==> src/rtl/universal_shift_reg.sv <==
// Universal shift register: hold, parallel load, shift and rotate with a
// start/busy/done handshake. The default build moves one bit position per
// clock. Defining USR_BARREL_EN replaces the iterative engine with a
// single-edge barrel shifter producing the same final data_out and ser_out.
module universal_shift_reg #(
    parameter  int WIDTH = 8,
    localparam int AW    = $clog2(WIDTH + 1)
) (
    input  logic             CLK,
    input  logic             RST,
    input  logic             start,
    input  logic [2:0]       op,
    input  logic [AW-1:0]    amount,
    input  logic [WIDTH-1:0] data_in,
    input  logic             ser_in,
    output logic [WIDTH-1:0] data_out,
    output logic             ser_out,
    output logic             busy,
    output logic             done
);

    localparam logic [2:0] OP_LOAD = 3'b001;
    localparam logic [2:0] OP_SHL  = 3'b010;
    localparam logic [2:0] OP_SHR  = 3'b011;
    localparam logic [2:0] OP_SRA  = 3'b100;
    localparam logic [2:0] OP_ROL  = 3'b101;
    localparam logic [2:0] OP_ROR  = 3'b110;

    logic [WIDTH-1:0] q, q_next;
    logic             so, so_next;
    logic             done_q, done_next;
    logic [WIDTH:0]   step_res;
    logic             is_shift;
    logic [AW-1:0]    n_eff;

    // One single-bit step; returns {bit shifted out, new register value}.
    function automatic logic [WIDTH:0] step_once(input logic [WIDTH-1:0] cur,
                                                 input logic [2:0]       sop,
                                                 input logic             fill);
        logic [WIDTH:0] r;
        case (sop)
            OP_SHL:  r = {cur[WIDTH-1], cur[WIDTH-2:0], fill};
            OP_ROL:  r = {cur[WIDTH-1], cur[WIDTH-2:0], cur[WIDTH-1]};
            OP_SHR:  r = {cur[0], fill, cur[WIDTH-1:1]};
            OP_SRA:  r = {cur[0], cur[WIDTH-1], cur[WIDTH-1:1]};
            OP_ROR:  r = {cur[0], cur[0], cur[WIDTH-1:1]};
            default: r = {1'b0, cur};
        endcase
        return r;
    endfunction

    assign is_shift = (op >= OP_SHL) && (op <= OP_ROR);
    assign n_eff    = (amount > AW'(WIDTH)) ? AW'(WIDTH) : amount;

    assign data_out = q;
    assign ser_out  = so;
    assign done     = done_q;

`ifdef USR_BARREL_EN

    logic [WIDTH-1:0] barrel_q;
    logic             barrel_so;

    assign busy = 1'b0;

    // Chain N_eff single steps combinationally so every command completes at its accept edge.
    always_comb begin
        q_next    = q;
        so_next   = so;
        done_next = 1'b0;
        barrel_q  = q;
        barrel_so = so;
        step_res  = '0;
        for (int i = 0; i < WIDTH; i++) begin
            if (i < int'(n_eff)) begin
                step_res  = step_once(barrel_q, op, ser_in);
                barrel_q  = step_res[WIDTH-1:0];
                barrel_so = step_res[WIDTH];
            end
        end
        if (start) begin
            done_next = 1'b1;
            if (op == OP_LOAD) begin
                q_next = data_in;
            end else if (is_shift) begin
                q_next  = barrel_q;
                so_next = barrel_so;
            end
        end
    end

    // Register contents, last shifted-out bit and the completion pulse.
    always_ff @(posedge CLK or negedge RST) begin
        if (!RST) begin
            q      <= '0;
            so     <= 1'b0;
            done_q <= 1'b0;
        end else begin
            q      <= q_next;
            so     <= so_next;
            done_q <= done_next;
        end
    end

`else

    typedef enum logic {IDLE, SHIFT} state_t;

    state_t        state, state_next;
    logic [AW-1:0] cnt, cnt_next;
    logic [2:0]    op_l, op_next;
    logic          fill_l, fill_next;

    assign busy = (state == SHIFT);

    // Accept commands in IDLE; in SHIFT apply one latched step per clock until the count runs out.
    always_comb begin
        state_next = state;
        q_next     = q;
        so_next    = so;
        done_next  = 1'b0;
        cnt_next   = cnt;
        op_next    = op_l;
        fill_next  = fill_l;
        step_res   = '0;
        case (state)
            IDLE: begin
                if (start) begin
                    if (op == OP_LOAD) begin
                        q_next    = data_in;
                        done_next = 1'b1;
                    end else if (is_shift && (n_eff != '0)) begin
                        state_next = SHIFT;
                        cnt_next   = n_eff;
                        op_next    = op;
                        fill_next  = ser_in;
                    end else begin
                        done_next = 1'b1;
                    end
                end
            end
            SHIFT: begin
                step_res = step_once(q, op_l, fill_l);
                q_next   = step_res[WIDTH-1:0];
                so_next  = step_res[WIDTH];
                cnt_next = cnt - 1'b1;
                if (cnt == AW'(1)) begin
                    state_next = IDLE;
                    done_next  = 1'b1;
                end
            end
            default: state_next = IDLE;
        endcase
    end

    // State register plus datapath and latched command fields; reset clears everything at once.
    always_ff @(posedge CLK or negedge RST) begin
        if (!RST) begin
            state  <= IDLE;
            q      <= '0;
            so     <= 1'b0;
            done_q <= 1'b0;
            cnt    <= '0;
            op_l   <= '0;
            fill_l <= 1'b0;
        end else begin
            state  <= state_next;
            q      <= q_next;
            so     <= so_next;
            done_q <= done_next;
            cnt    <= cnt_next;
            op_l   <= op_next;
            fill_l <= fill_next;
        end
    end

`endif

endmodule

==> config.mk <==
export PLATFORM = sky130hd
export DESIGN_NAME = universal_shift_reg
export DESIGN_NICKNAME = d
export VERILOG_FILES = /design/src/rtl/universal_shift_reg.sv
export SDC_FILE = /design/constraint.sdc
export NUM_CORES = 1
export LEC_CHECK = 0
export CORE_ASPECT_RATIO = 1.75
export CORE_MARGIN = 4
export CORE_UTILIZATION = 40
export CTS_BUF_LIST = sky130_fd_sc_hd__clkbuf_4
export DETAILED_ROUTE_END_ITERATION = 10
export PLACE_DENSITY = 0.74
export SETUP_SLACK_MARGIN = 0.15
export SYNTH_ARGS = -nofsm -noshare
export SYNTH_HDL_FRONTEND = slang
export SYNTH_SLANG_ARGS = --single-unit
==> constraint.sdc <==
create_clock -name CLK -period 4.1 [get_ports CLK]
set_clock_uncertainty 0.2 [all_clocks]
set_input_delay 0.82 -clock CLK [delete_from_list [all_inputs] [get_ports CLK]]
set_output_delay 0.82 -clock CLK [all_outputs]
set_load 0.01 [all_outputs]
==> run_results.csv <==
group,metric,value,unit
worst_setup_path,critPathLaunch,"busy",
die,io_pins,30,
die,die_y,82.28,µm
logic_synthesis,synth_area_leader_cell,"dfrtp_1",
finish,antenna_cells,0,
clock_tree,ctsHoldBuffers,0,
power_and_ir_drop,combPwrFrac,54.1,%
worst_setup_path,crit_cells,1,
worst_setup_path,crit_family,"flip-flops",
worst_setup_path,cp_cell_sequence,"clkdlybuf4s50_1",
power_and_ir_drop,pwr-share-seq,38.1,%
finish,final_area,1556,µm²
power_and_ir_drop,p_leak,0.6162,nW
global_routing,antenna_found_initial,0,
route,ant_nets,0,
logic_synthesis,synth_seq_cells,19,
route,viasPerCell,5.842,
sta,tns,0,ns
global_routing,grt_pass1_vias,1132,
clock_tree,insertion_delay,0.30,ns
worst_setup_path,slowest_stage,"dfrtp_1",
route,post-route-drc-count,0,
clock_tree,cts_tree,"built",
worst_setup_path,crit_path_max_incr_delay,0.86,ns
placed_design,place_area,1529,µm²
clock_tree,cts_root_buf,"clkbuf_4",
worst_setup_path,required,3.08,ns
worst_hold_path,min_path_type,"reg2reg",
worst_setup_path,crit_path_max_fanout,23,
sta,setup_violations,0,
die,fp.dieW,50.45,µm
clock_tree,clockBufferDepth,2,
power_and_ir_drop,p_switching,542.6,µW
die,die_area,4151,µm²
global_routing,grt_max_degree,24,
sta,rsz0062_at_grt,"false",
route,wl_per_cell,15.64,µm
status,status,"finished, final reports clean",
finish,layout-drive-gt1-share,9.091,%
worst_setup_path,crit_path_end_kind,"output port",
logic_synthesis,syn_inst,130,
logic_synthesis,synth.area.top_cells,"dfrtp_1 38%, a221o_1 7.1%, mux2_2 4.5%, clkbuf_8 4.4%, a221oi_1 4.2%",
finish,area_growth,23.41,%
power_and_ir_drop,p_int,683.4,µW
finish,nFillCells,275,
flow_run,maxCapViolCount,0,
sta,worstMarginPinSlew,0.9111,ns
route,drt_pass1_iterations,4,
logic_synthesis,synth_nets,151,
worst_setup_path,ff2ff_path_depth,4,
sta,relSlewSlack,39.07,%
sta,drv_slew,0,
die,rows,26,
placed_design,portBuffers,29,
route,vias,1145,
finish,nets,176,
power_and_ir_drop,powerDensity,787.7,nW/µm²
worst_setup_path,reg2reg_to,"data_out[3]",
logic_synthesis,yosysWarnings,0,
die,core,2960,µm²
power_and_ir_drop,p_clk_share,7.9,%
sta,fin_crit_sh,69.79,%
worst_setup_path,rrSetupSlack,1.61,ns
logic_synthesis,avgSynthCellArea,9.702,µm²
worst_setup_path,critPathKind,"reg2out",
clock_tree,h-tree-depth,1,
logic_synthesis,ys_seq_area_share,37.70,%
clock_tree,post_cts_buffers,0,
route,drt_iter0_drc,27,
power_and_ir_drop,swShare,44.26,%
clock_tree,path_clk_slew,0.12,ns
sta,min_period,2.862,ns
worst_setup_path,arrival,1.84,ns
logic_synthesis,syn_area,1261,µm²
global_routing,grt_pass1_wl,5092,µm
placed_design,place.gp.congestion,0.8614,
clock_tree,cts.repair.resized,0,
die,initial_core_util,42.60,%
route,drt_wl_total,3065,µm
worst_setup_path,start_kind,"register",
sta,fmax,349.5,MHz
logic_synthesis,synth_cell_type_count,40,
power_and_ir_drop,vdd_drop_max,0.0003484,V
placed_design,dp_hpwl,2273,µm
global_routing,grt_use_total,15.67,%
worst_setup_path,path_buf_inv,1,
worst_setup_path,r2r-start,"busy",
worst_setup_path,cp-endpoint,"busy",
sta,hold_viol_final,0,
logic_synthesis,synth_top_area_share,37.70,%
clock_tree,cts_sinks,19,
global_routing,grt-ovfl-total,0,
clock_tree,cts_buffers,3,
## routing by layer
metal / vias up / GRT usage, % / part of all wire [%]
li1: 545 / - / -
met1: 551 / 16.52 / 37
met2: 38 / 28.53 / 55
met3: 11 / 2.334 / 4.2
met4: 0 / 10.24 / 3.5
met5: - / 0 / 0
## sequential cells by signal, indices dropped and copies added, names as in the netlist
register,flops
busy,1
data_out,8
op_l,3
cnt,4
fill_l,1
done,1
ser_out,1
## cells in the final DEF (no fill, tap or decap), drive strengths merged, types with 4 or more instances in the layout
master         instances
nor2b                  5
inv                    9
nand2                  8
nor2                   9
mux2                   6
nor3                   5
a21oi                  5
a31oi                  4
o21ai                  7
a221oi                 6
dfrtp                 19
clkdlybuf4s50         29
a221o                  9
## cells by family (layout without fill, tap and decap cells)
| group | Yosys count | count (layout) | synth area share, % |
|---|---|---|---|
| buffers and inverters | 18 | 42 | 8.630 |
| muxes | 8 | 8 | 6.944 |
| and+or+nand+nor | 36 | 36 | 16.27 |
| DFF | 19 | 19 | 37.70 |
| xor gates and xnor gates | 2 | 2 | 1.389 |
| AOI/OAI and AO/OA | 45 | 45 | 27.08 |
| adders and majority gates | 2 | 2 | 1.984 |
## power by group through the flow
stage	registers (mW)	clock network (mW)	logic (mW)
3_3_place_gp	0.463	0	0.654
3_5_place_dp	0.468	0	0.668
6_report	0.467	0.0963	0.663
5_1_grt	0.493	0.109	0.740
4_1_cts	0.464	0.100	0.672
2_1_floorplan	0.400	0	0.547
## synth_stat cells (all sizes together)
cell      n
a21oi     5
xor2      1
mux2      6
o311ai    1
or3b      1
nor2      9
nor4b     1
o211ai    1
nor4      1
nand3b    2
nor3      5
o221ai    1
o22ai     2
dfrtp    19
a31oi     4
xnor2     1
o21ai     7
a221oi    6
buf       1
o31ai     1
a221o     9
clkbuf    8
and3      2
inv       9
a22oi     1
o22a      1
and4bb    1
nor2b     5
o2bb2ai   2
mux2i     2
o2111ai   1
nand3     1
ha        2
a21o      1
a2bb2oi   2
nand2     8
## worst min-delay path by stage
stage / startpoint / endpoint / cells after the start
finish: ser_out / ser_out / 2
CTS: ser_out / ser_out / 2
global placement: ser_out / ser_out / 2
detailed placement: ser_out / ser_out / 2
global route: ser_out / ser_out / 2
floorplan: fill_l / fill_l / 1
## area by class of cell
type                    instances  area (µm²)  share of cell area [%]
clock buffers                   3       22.52                   1.447
inverters                       9       33.78                   2.170
repair buffers                 29       290.3                   18.65
multi-input cells              93       676.9                   43.49
clock inverters                 1       5.005                  0.3215
well taps                      42       52.55                   3.376
flip-flops and latches         19       475.5                   30.55
## metrics by stage
stage          worst slack [ns]  hold slack (ns)  std cells  util (%)  total power, mW
6_report                  1.238           0.3072        196     52.58            1.226
5_1_grt                   1.117           0.3500        196     52.58            1.343
4_1_cts                   1.227           0.3144        196     52.58            1.237
3_5_place_dp              1.193           0.2811        192     51.65            1.137
3_3_place_gp              1.237           0.2753        192     51.65            1.116
2_1_floorplan             1.769           0.2813        130         -           0.9473
Power figures use the tool's default switching activity.
